### config.mk
export PLATFORM = sky130hd
export DESIGN_NAME = resource_arbiter
export DESIGN_NICKNAME = d
export VERILOG_FILES = /design/src/rtl/resource_arbiter.sv
export SDC_FILE = /design/constraint.sdc
export NUM_CORES = 1
export LEC_CHECK = 0
export CAP_MARGIN = 0
export CORE_AREA = 2 2 72 142
export DETAILED_ROUTE_END_ITERATION = 10
export DIE_AREA = 0 0 74 144
export GPL_TIMING_DRIVEN = 0
export PLACE_DENSITY = 0.84
export SYNTH_ARGS = -nofsm -noshare
export SYNTH_HDL_FRONTEND = slang
export SYNTH_SLANG_ARGS = --single-unit
### constraint.sdc
create_clock -name clk_i -period 3.3 [get_ports clk_i]
set_input_delay 0.825 -clock clk_i [delete_from_list [all_inputs] [get_ports clk_i]]
set_output_delay 0.825 -clock clk_i [all_outputs]
set_load 0.01 [all_outputs]
### src/rtl/resource_arbiter.sv
// rtl/resource_arbiter.sv - round-robin arbiter sequencing N_REQ requesters onto one shared resource
// Optional watchdog in WAIT: define RESOURCE_ARB_TIMEOUT_EN.
module resource_arbiter #(
    parameter int N_REQ          = 4,
    parameter int DATA_W         = 32,
    parameter int TIMEOUT_CYCLES = 64
) (
    input  logic                      clk_i,
    input  logic                      reset_i,
    input  logic [N_REQ-1:0]          req_i,
    input  logic [N_REQ*DATA_W-1:0]   req_data_i,
    output logic [N_REQ-1:0]          grant_o,
    output logic [N_REQ-1:0]          resp_valid_o,
    output logic [DATA_W-1:0]         resp_data_o,
    output logic [DATA_W-1:0]         res_input_o,
    output logic                      res_valid_o,
    input  logic [DATA_W-1:0]         res_output_i,
    input  logic                      res_out_valid_i,
    output logic                      busy_o,
    output logic                      timeout_err_o
);

    localparam int IDX_W = $clog2(N_REQ);

    typedef enum logic [1:0] {
        S_IDLE  = 2'd0,
        S_ISSUE = 2'd1,
        S_WAIT  = 2'd2,
        S_RESP  = 2'd3
    } state_t;

    state_t              state_q, state_d;
    logic [IDX_W-1:0]    ptr_q, ptr_d;
    logic [IDX_W-1:0]    owner_q, owner_d;
    logic [N_REQ-1:0]    grant_q, grant_d;
    logic [N_REQ-1:0]    resp_valid_q, resp_valid_d;
    logic [DATA_W-1:0]   resp_data_q, resp_data_d;
    logic [DATA_W-1:0]   res_input_q, res_input_d;
    logic                res_valid_q, res_valid_d;
    logic                busy_q, busy_d;
    logic                timeout_err_q, timeout_err_d;

    logic                found;
    logic [IDX_W-1:0]    sel_idx;
    logic [IDX_W-1:0]    cand;

`ifdef RESOURCE_ARB_TIMEOUT_EN
    localparam int CNT_W = $clog2(TIMEOUT_CYCLES + 1);
    logic [CNT_W-1:0]    cnt_q, cnt_d;
`else
    logic [31:0]         timeout_param_unused;
    assign timeout_param_unused = TIMEOUT_CYCLES;
`endif

    // Rotating priority search: first requesting index at or above ptr, wrapping
    always_comb begin
        found   = 1'b0;
        sel_idx = '0;
        cand    = '0;
        for (int k = 0; k < N_REQ; k++) begin
            cand = IDX_W'((int'(ptr_q) + k) % N_REQ);
            if (!found && req_i[cand]) begin
                found   = 1'b1;
                sel_idx = cand;
            end
        end
    end

    // Next-state and registered-output computation for the IDLE/ISSUE/WAIT/RESP sequence
    always_comb begin
        state_d       = state_q;
        ptr_d         = ptr_q;
        owner_d       = owner_q;
        grant_d       = grant_q;
        resp_data_d   = resp_data_q;
        res_input_d   = res_input_q;
        res_valid_d   = 1'b0;
        resp_valid_d  = '0;
        timeout_err_d = 1'b0;
`ifdef RESOURCE_ARB_TIMEOUT_EN
        cnt_d         = cnt_q;
`endif
        unique case (state_q)
            S_IDLE: begin
                if (found) begin
                    state_d          = S_ISSUE;
                    owner_d          = sel_idx;
                    grant_d          = '0;
                    grant_d[sel_idx] = 1'b1;
                    res_input_d      = req_data_i[sel_idx*DATA_W +: DATA_W];
                    res_valid_d      = 1'b1;
                end
            end
            S_ISSUE: begin
                // A result strobe here is ignored: the resource needs at least one cycle
                state_d = S_WAIT;
`ifdef RESOURCE_ARB_TIMEOUT_EN
                cnt_d   = '0;
`endif
            end
            S_WAIT: begin
                if (res_out_valid_i) begin
                    resp_data_d  = res_output_i;
                    resp_valid_d = grant_q;
                    state_d      = S_RESP;
                end
`ifdef RESOURCE_ARB_TIMEOUT_EN
                else if (cnt_q == CNT_W'(TIMEOUT_CYCLES - 1)) begin
                    resp_data_d   = '0;
                    resp_valid_d  = grant_q;
                    timeout_err_d = 1'b1;
                    state_d       = S_RESP;
                end else begin
                    cnt_d = cnt_q + 1'b1;
                end
`endif
            end
            S_RESP: begin
                state_d = S_IDLE;
                grant_d = '0;
                ptr_d   = (owner_q == IDX_W'(N_REQ - 1)) ? '0 : owner_q + 1'b1;
            end
            default: begin
                state_d = S_IDLE;
                grant_d = '0;
            end
        endcase
        busy_d = (state_d != S_IDLE);
    end

    // State and output registers; reset discards any in-flight transaction
    always_ff @(posedge clk_i) begin
        if (reset_i) begin
            state_q       <= S_IDLE;
            ptr_q         <= '0;
            owner_q       <= '0;
            grant_q       <= '0;
            resp_valid_q  <= '0;
            resp_data_q   <= '0;
            res_input_q   <= '0;
            res_valid_q   <= 1'b0;
            busy_q        <= 1'b0;
            timeout_err_q <= 1'b0;
`ifdef RESOURCE_ARB_TIMEOUT_EN
            cnt_q         <= '0;
`endif
        end else begin
            state_q       <= state_d;
            ptr_q         <= ptr_d;
            owner_q       <= owner_d;
            grant_q       <= grant_d;
            resp_valid_q  <= resp_valid_d;
            resp_data_q   <= resp_data_d;
            res_input_q   <= res_input_d;
            res_valid_q   <= res_valid_d;
            busy_q        <= busy_d;
            timeout_err_q <= timeout_err_d;
`ifdef RESOURCE_ARB_TIMEOUT_EN
            cnt_q         <= cnt_d;
`endif
        end
    end

    assign grant_o       = grant_q;
    assign resp_valid_o  = resp_valid_q;
    assign resp_data_o   = resp_data_q;
    assign res_input_o   = res_input_q;
    assign res_valid_o   = res_valid_q;
    assign busy_o        = busy_q;
    assign timeout_err_o = timeout_err_q;

endmodule

==> flow_summary.ini, run 1 <==
[status]
status = finished clean

[routing]
wl_met1_um = 4370
drc_errors = 0
dr_wl_met2_um = 7540
wl_per_cell_um = 17.2
drtAntennaViolNets = 0
first_iter_violations = 150
wirelength_um = 13500
vias = 3968
dr_wl_met3_um = 1240
viasPerCell = 5.04
top_layer = met4
drtPass1Iterations = 4

[synth]
yosysTopAreaCellShare_pct = 44.2
syn_area_mm2 = 0.00362
yosys.cell_types.count = 29
synth_seq_cells = 80
yosys.area.top_type = dfxtp_1
synth_area_per_cell_um2 = 9.08
synthTopCellsByArea = dfxtp_1 44%, mux2i_1 19%, nand2_1 11%, o221ai_1 7.7%, a21oi_1 5.2%
yosys_warnings = 0
synthCells = 399
yosysSeqAreaShare_pct = 44.2
syn_nets = 571

[critical_path]
start_kind = primary input
cp.required_ps = 3490
reg2reg_depth = 8
crit_type = in -> reg
cp.arrival_ps = 2740
path_max_fanout = 10
end_kind = register

[job]
drv_cap = 0

[cts]
cts_root_buffer = clkbuf_16
clockBufferDepth = 2
htreeDepth = 3
post_cts_resized = 0
cts_hold_buf = 0
cts_tree = built
cts_sinks = 80
path_clk_slew_ps = 60
clock_latency_ps = 330
cts_setup_buffers = 0
cts_buffers = 9

[timing]
post-route-min-period_ps = 2550
grt_setup_unrepaired = false
fin_skew_ps = 6.13
fmax_mhz = 392
finalSetupViolCount = 0
period_share_pct = 77.3
fin_tns_setup_ps = 0
setup_slack_ps = 749
hold_violations = 0
drv_slew = 0

[grt]
track_usage_pct = 24.4
grt_max_degree = 14
grt_pass1_vias = 4076
grt_pass1_wl_um = 19800
antenna_found_initial = 0
grt-ovfl-total = 0

[layout]
final_nets = 822
final_cells = 787
syn_to_final_growth_pct = 80.0
antenna_cells = 0
drive_gt1_share_pct = 5.80

[pwr]
ir_worst_vdd_mv = 0.385
power_per_cell_area_mw_per_mm2 = 600
leakage_uw = 0.00244

[place]
place_hpwl_um = 11100
dp.cells = 771
io_buffers = 240
dpl_worst_slack_ps = 431
place.gp.congestion = 0.780

[floorplanning]
num_rows = 51
die_w_um = 74
dieArea_mm2 = 0.0107
ios = 242
start_util_pct = 37.6
coreArea_mm2 = 0.00964
fp.dieH_um = 144

[worst_hold_path]
hold_class = reg -> reg
min_path_cells = 2
[per-stage QoR]
step / hold slack [ps] / instance area [µm²] / utilization [%] / power [µW]
2_1_floorplan: 468 / 3620 / - / 2030
3_3_place_gp: 441 / 6190 / 64.3 / 2800
3_5_place_dp: 446 / 6190 / 64.3 / 2850
4_1_cts: 457 / 6520 / 67.7 / 3950
5_1_grt: 474 / 6520 / 67.7 / 4110
6_report: 453 / 6520 / 67.7 / 3910
[logic make-up after synthesis]
logic type      Yosys count  share of synthesized area, %
fa+ha+maj                 5                          1.73
compound gates           77                          14.4
mux                      69                          19.1
other cells               1                         0.103
simple gates            131                          15.0
buf+inv                  36                          5.52
flops                    80                          44.2
[report_power, final]
| group | total [µW] | switching (µW) | internal, µW | leakage [µW] |
|---|---|---|---|---|
| registers | 1320 | 123 | 1200 | 0.000654 |
| clock network | 1080 | 382 | 702 | 0.000165 |
| logic | 1510 | 699 | 808 | 0.00162 |
| total | 3910 | 1200 | 2710 | 0.00244 |
[cell type report]
class | instances | area, µm²
fillers | 796 | 3110
plain buffers | 32 | 185
clock buffers | 11 | 253
repair buffers | 240 | 2400
flip-flops and latches | 80 | 1600
well taps | 132 | 165
multi-input cells | 283 | 1820
inverters | 4 | 15.0
clock inverters | 5 | 78.8
[sequential cells by signal, indices dropped and copies added (netlist names)]
name          cells
owner_q           2
res_valid_o       1
resp_valid_o      4
resp_data_o      32
grant_o           4
ptr_q             2
busy_o            1
state_q           2
res_input_o      32
[per-layer routing]
metal / up-vias / GRT usage [%]
met5: - / 0
met4: 0 / 9.00
met3: 28 / 8.08
met2: 183 / 48.0
met1: 1850 / 21.9
li1: 1907 / -
[cell usage after synthesis (all sizes together)]
cell / n
o22ai: 1
buf: 22
conb: 1
nor2: 14
o31ai: 1
a32oi: 2
nand3b: 2
o21ai: 1
ha: 5
nor2b: 1
nor3: 2
o21a: 1
inv: 4
clkbuf: 10
nand2: 103
and2: 1
nand2b: 3
mux2i: 69
dfxtp: 80
a21oi: 38
o22a: 1
o221ai: 32
nor3b: 4
nor4: 1
[layout by cell type (no fill, tap or decap), types with 6 or more instances in the layout]
cell             instances
a21oi_1                 38
buf_2                   12
buf_4                    6
clkbuf_1                10
clkbuf_16                9
clkdlybuf4s50_1        240
dfxtp_1                 80
mux2i_1                 69
nand2_1                103
nor2_1                  14
o221ai_1                32
[critical path, stage by stage]
cell and delay (ps):
clkdlybuf4s50_1 500, nor4_2 440, nand2b_1 270, nor2_1 90
nand2_1 180, buf_2 270, o221ai_1 160
[worst paths after layout]
check	slack [ps]	from	to
worst max-delay path	750	req_i[0]	res_input_o[7]
worst min-delay path	450	resp_data_o[19]	resp_data_o[19]
worst min register to register	450	resp_data_o[19]	resp_data_o[19]
worst max register to register	1310	ptr_q[1]	res_input_o[21]
Power figures use the tool's default switching activity.
==> run 2: changes to the inputs <==
--- a/config.mk
+++ b/config.mk
@@ -6,11 +6,11 @@
 export NUM_CORES = 1
 export LEC_CHECK = 0
 export CAP_MARGIN = 0
-export CORE_AREA = 2 2 72 142
+export CORE_AREA = 2 2 74 147
 export DETAILED_ROUTE_END_ITERATION = 10
-export DIE_AREA = 0 0 74 144
+export DIE_AREA = 0 0 76 149
 export GPL_TIMING_DRIVEN = 0
-export PLACE_DENSITY = 0.84
+export PLACE_DENSITY = 0.8
 export SYNTH_ARGS = -nofsm -noshare
 export SYNTH_HDL_FRONTEND = slang
 export SYNTH_SLANG_ARGS = --single-unit
==> constraint.sdc (replaced) <==
create_clock -name clk_i -period 2.45 [get_ports clk_i]
set_input_delay 0.6125 -clock clk_i [delete_from_list [all_inputs] [get_ports clk_i]]
set_output_delay 0.6125 -clock clk_i [all_outputs]
set_load 0.01 [all_outputs]
==> run 2 against run 1 <==
Effect of this change:
- largest cell class unchanged
- highest routed layer unchanged
- worst hold slack worse by 1.7 ps
- critical path type unchanged
- setup slack worse by 610 ps
- non-clock buffer count stayed put
- critical path depth stayed put
- clock skew hardly changed
- core utilization is 4.1 points lower
==> flow_summary.ini, run 2 (synthesis results as in run 1) <==
[floorplanning]
coreArea_mm2 = 0.0103
num_rows = 53
die_w_um = 76
fp.dieH_um = 149
ios = 242
start_util_pct = 35.3
dieArea_mm2 = 0.0113

[critical_path]
reg2reg_depth = 9
rr_endpoint = res_input_o[23]
r2r_start = ptr_q[1]
reg2reg_slack_ps = 510
cp.arrival_ps = 2520
crit_type = in -> reg
end_kind = register
start_kind = primary input
path_max_fanout = 10
cp.required_ps = 2650

[grt]
grt_pass1_vias = 4011
grt-ovfl-total = 0
antenna_found_initial = 0
grt_pass1_wl_um = 19600
track_usage_pct = 21.9
grt_max_degree = 16

[cts]
post_cts_resized = 0
clockBufferDepth = 2
cts_sinks = 80
cts_root_buffer = clkbuf_16
clock_latency_ps = 340
path_clk_slew_ps = 60
cts_setup_buffers = 0
htreeDepth = 3
cts_buffers = 9
cts_hold_buf = 0
cts_tree = built

[timing]
grt_setup_unrepaired = false
hold_violations = 0
setup_slack_ps = 135
drv_slew = 0
fin_skew_ps = 6.19
period_share_pct = 94.5
fmax_mhz = 432
post-route-min-period_ps = 2320
holdWs_ps = 452
finalSetupViolCount = 0

[layout]
antenna_cells = 0
drive_gt1_share_pct = 5.80
post-route-util_pct = 63.6
mostFrequentLayoutCell = clkdlybuf4s50_1
syn_to_final_growth_pct = 80.3
final_cells = 792
final_nets = 822
final_cell_mix = 240 x clkdlybuf4s50_1, 103 x nand2_1, 80 x dfxtp_1

[routing]
drc_errors = 0
drtAntennaViolNets = 0
viasPerCell = 4.89
drtPass1Iterations = 4
first_iter_violations = 122
vias = 3874
wl_per_cell_um = 15.4
wirelength_um = 12200

[worst_hold_path]
hold_path_end = resp_data_o[5]
hold_class = reg -> reg
min_path_cells = 2
min_from = resp_data_o[5]

[place]
io_buffers = 240
dpl_worst_slack_ps = -246
place.gp.congestion = 0.802
place_hpwl_um = 9680
dp.cells = 776

[pwr]
leakage_uw = 0.00244
ir_worst_vdd_mv = 0.472
power_per_cell_area_mw_per_mm2 = 805

[job]
drv_cap = 0

[status]
status = finished clean
## run 2: changes by cell type in the layout (fill, tap and decap cells not counted), sizes merged
cell / delta
clkbuf: -2
clkinv: -2
clkinvlp: +1
inv: +3
## run 2: cell type report
type / instances / area (µm²)
Timing Repair Buffer: 240 / 2400
Clock inverter: 7 / 101
Multi-Input combinational cell: 283 / 1830
Clock buffer: 9 / 225
Buffer: 32 / 185
Sequential cell: 80 / 1600
Fill cell: 917 / 3740
Inverter: 4 / 15.0
Tap cell: 137 / 171
## run 2: stage by stage
step	cell area [µm²]	setup TNS, ps	total power, µW
6_report	6530	0	5260
5_1_grt	6530	0	5570
4_1_cts	6530	0	5320
3_5_place_dp	6200	-6780	3830
3_3_place_gp	6200	-5720	3790
2_1_floorplan	3620	0	2730
## run 2: how the worst max path moves through the flow
stage / from / endpoint / slack (ps) / cells after the start
after floorplan: req_i[0] / res_input_o[30] / 660 / 6
after global placement: req_i[0] / res_input_o[8] / -200 / 7
after detailed placement: req_i[0] / res_input_o[9] / -250 / 7
after CTS: req_i[0] / res_input_o[7] / 120 / 7
after global routing: req_i[0] / res_input_o[11] / 7 / 7
final: req_i[0] / res_input_o[8] / 130 / 7
## run 2: where the power goes
group | switching, µW | leakage (µW) | internal [µW]
combinational | 924 | 0.00163 | 1090
sequential | 166 | 0.000654 | 1610
clock | 560 | 0.000158 | 905
## run 2: layer usage
layer  wire length, µm  vias to the layer above  global-route usage [%]
met5                 0                        -                       0
met4               366                        0                    10.8
met3               998                       25                    7.26
met2              6160                      178                    37.8
met1              4630                     1764                    24.0
li1                  -                     1907                       -
## run 2: critical path, cell delays in order
cell and delay (ps):
clkdlybuf4s50_1 520, nor4_4 380, nand2b_1 270, nor2_1 110, nand2_1 190, buf_2 280, o221ai_1 150
==> run 3: changes to the inputs <==
--- a/config.mk
+++ b/config.mk
@@ -6,11 +6,11 @@
 export NUM_CORES = 1
 export LEC_CHECK = 0
 export CAP_MARGIN = 0
-export CORE_AREA = 2 2 74 147
+export CORE_AREA = 2 2 81 161
 export DETAILED_ROUTE_END_ITERATION = 10
-export DIE_AREA = 0 0 76 149
+export DIE_AREA = 0 0 83 163
 export GPL_TIMING_DRIVEN = 0
-export PLACE_DENSITY = 0.8
+export PLACE_DENSITY = 0.68
 export SYNTH_ARGS = -nofsm -noshare
 export SYNTH_HDL_FRONTEND = slang
 export SYNTH_SLANG_ARGS = --single-unit
==> run 3 against run 2 <==
Effect of this change:
- die area is 19% higher
- combinational power hardly changed
- clock power decreased by 3%
- critical path depth is the same
- critical endpoint unchanged
==> flow_summary.ini, run 3 (synthesis results as in run 1) <==
[status]
status = finished clean

[critical_path]
crit_cells = 7
crit_buf_inv = 2
slowest_stage = clkdlybuf4s50_1
worst_path_largest_cell_delay_ps = 530
start_kind = primary input
reg2reg_depth = 8
end_kind = register
path_max_fanout = 10
cp.required_ps = 2640
path_cells = clkdlybuf4s50_1 -> nor4_4 -> nand2b_2 -> nor2_1 -> nand2_1 -> buf_2 -> o221ai_1
cp.arrival_ps = 2450
cpLargestDelayFamily = simple AND/OR/NAND/NOR gates
crit_type = in -> reg

[pwr]
power_per_cell_area_mw_per_mm2 = 798
switching_share_pct = 32.2
p_seq_share_pct = 34.2
p_sw_uw = 1680
power.internal_uw = 3540
combPwrFrac_pct = 38.8
clockPowerShare_pct = 27.0
leakage_uw = 0.00243
power_uw = 5220
ir_worst_vdd_mv = 0.487

[timing]
hold_violations = 0
period_share_pct = 92.0
relSlewSlack_pct = 64.6
tightest_slew_ps = 526
post-route-min-period_ps = 2250
fin_skew_ps = 7.46
drv_slew = 0
finalSetupViolCount = 0
grt_setup_unrepaired = false
fmax_mhz = 444

[routing]
first_iter_violations = 118
viasPerCell = 4.77
drtAntennaViolNets = 0
drc_errors = 0
drtPass1Iterations = 4
wl_per_cell_um = 15.6
vias = 3839
wirelength_um = 12500

[worst_hold_path]
hold_class = reg -> reg
min_path_cells = 2

[floorplanning]
dieArea_mm2 = 0.0135
die_w_um = 83
start_util_pct = 29.2
ios = 242
num_rows = 58
coreArea_mm2 = 0.0124
fp.dieH_um = 163

[layout]
antenna_cells = 0
final_nets = 822
drive_gt1_share_pct = 5.95
mostFrequentLayoutCell = clkdlybuf4s50_1
final_cell_mix = 240 x clkdlybuf4s50_1, 103 x nand2_1, 80 x dfxtp_1
finish.instance_area_mm2 = 0.00654
syn_to_final_growth_pct = 80.4
final_cells = 805

[place]
place.gp.congestion = 0.775
io_buffers = 240
place_hpwl_um = 10000
dp.cells = 789
placedInstanceArea_mm2 = 0.00621

[grt]
track_usage_pct = 18.2
grt_pass1_vias = 3847
grt_max_degree = 16
antenna_found_initial = 0
grt-ovfl-total = 0
grt_pass1_wl_um = 19700

[cts]
cts_root_buffer = clkbuf_16
cts_tree = built
path_clk_slew_ps = 70
cts_sinks = 80
post_cts_resized = 0
htreeDepth = 3
clock_latency_ps = 340
clockBufferDepth = 2
cts_buffers = 9
cts_setup_buffers = 0
cts_hold_buf = 0

[job]
drv_cap = 0
-- run 3: cell count changes in the layout (fill, tap and decap cells not counted), sizes merged --
cell	change
bufinv	-1
clkbuf	+2
buf	-1
-- run 3: path summary, 6_finish.rpt --
path / from / slack (ps) / to
worst min register to register: resp_data_o[14] / 460 / resp_data_o[14]
worst min-delay path: resp_data_o[14] / 460 / resp_data_o[14]
worst max-delay path: req_i[0] / 200 / res_input_o[8]
worst max register to register: ptr_q[1] / 560 / res_input_o[28]
-- run 3: layout make-up --
class	count	area, µm²
buffer	32	188
clock buffer	10	239
clock inverter	6	72.6
fill	1195	5870
inverter	4	15.0
multi-input combinational	283	1830
sequential	80	1600
tap	150	188
timing repair buffer	240	2400
-- run 3: worst min-delay path, stage by stage, from the launching register on --
cell,delay [ps]
dfxtp_1,310
nand2_1,50
a21oi_1,50
-- run 3: routing by layer --
metal,part of all wire [%],track usage (%),vias to the layer above
met2,50,32.0,182
met5,0,0,-
li1,-,-,1911
met1,37,18.9,1724
met4,2.6,7.38,0
met3,9.9,7.86,22
-- run 3: per-stage QoR --
| stage | TNS (ps) | utilization [%] | hold WS, ps | setup WS [ps] |
|---|---|---|---|---|
| after floorplan | 0 | - | 468 | 661 |
| after global placement | -7010 | 50.1 | 440 | -246 |
| after detailed placement | -7820 | 50.1 | 446 | -290 |
| after CTS | 0 | 52.6 | 456 | 53.3 |
| after global routing | 0 | 52.7 | 476 | 40.6 |
| final | 0 | 52.7 | 455 | 197 |
-- run 3: power by group through the flow --
stage / sequential (µW) / clock [µW] / combinational, µW
2_1_floorplan: 1920 / 0 / 812
3_3_place_gp: 1800 / 0 / 2020
3_5_place_dp: 1810 / 0 / 2040
4_1_cts: 1790 / 1450 / 2040
5_1_grt: 1830 / 1520 / 2200
6_report: 1790 / 1410 / 2020
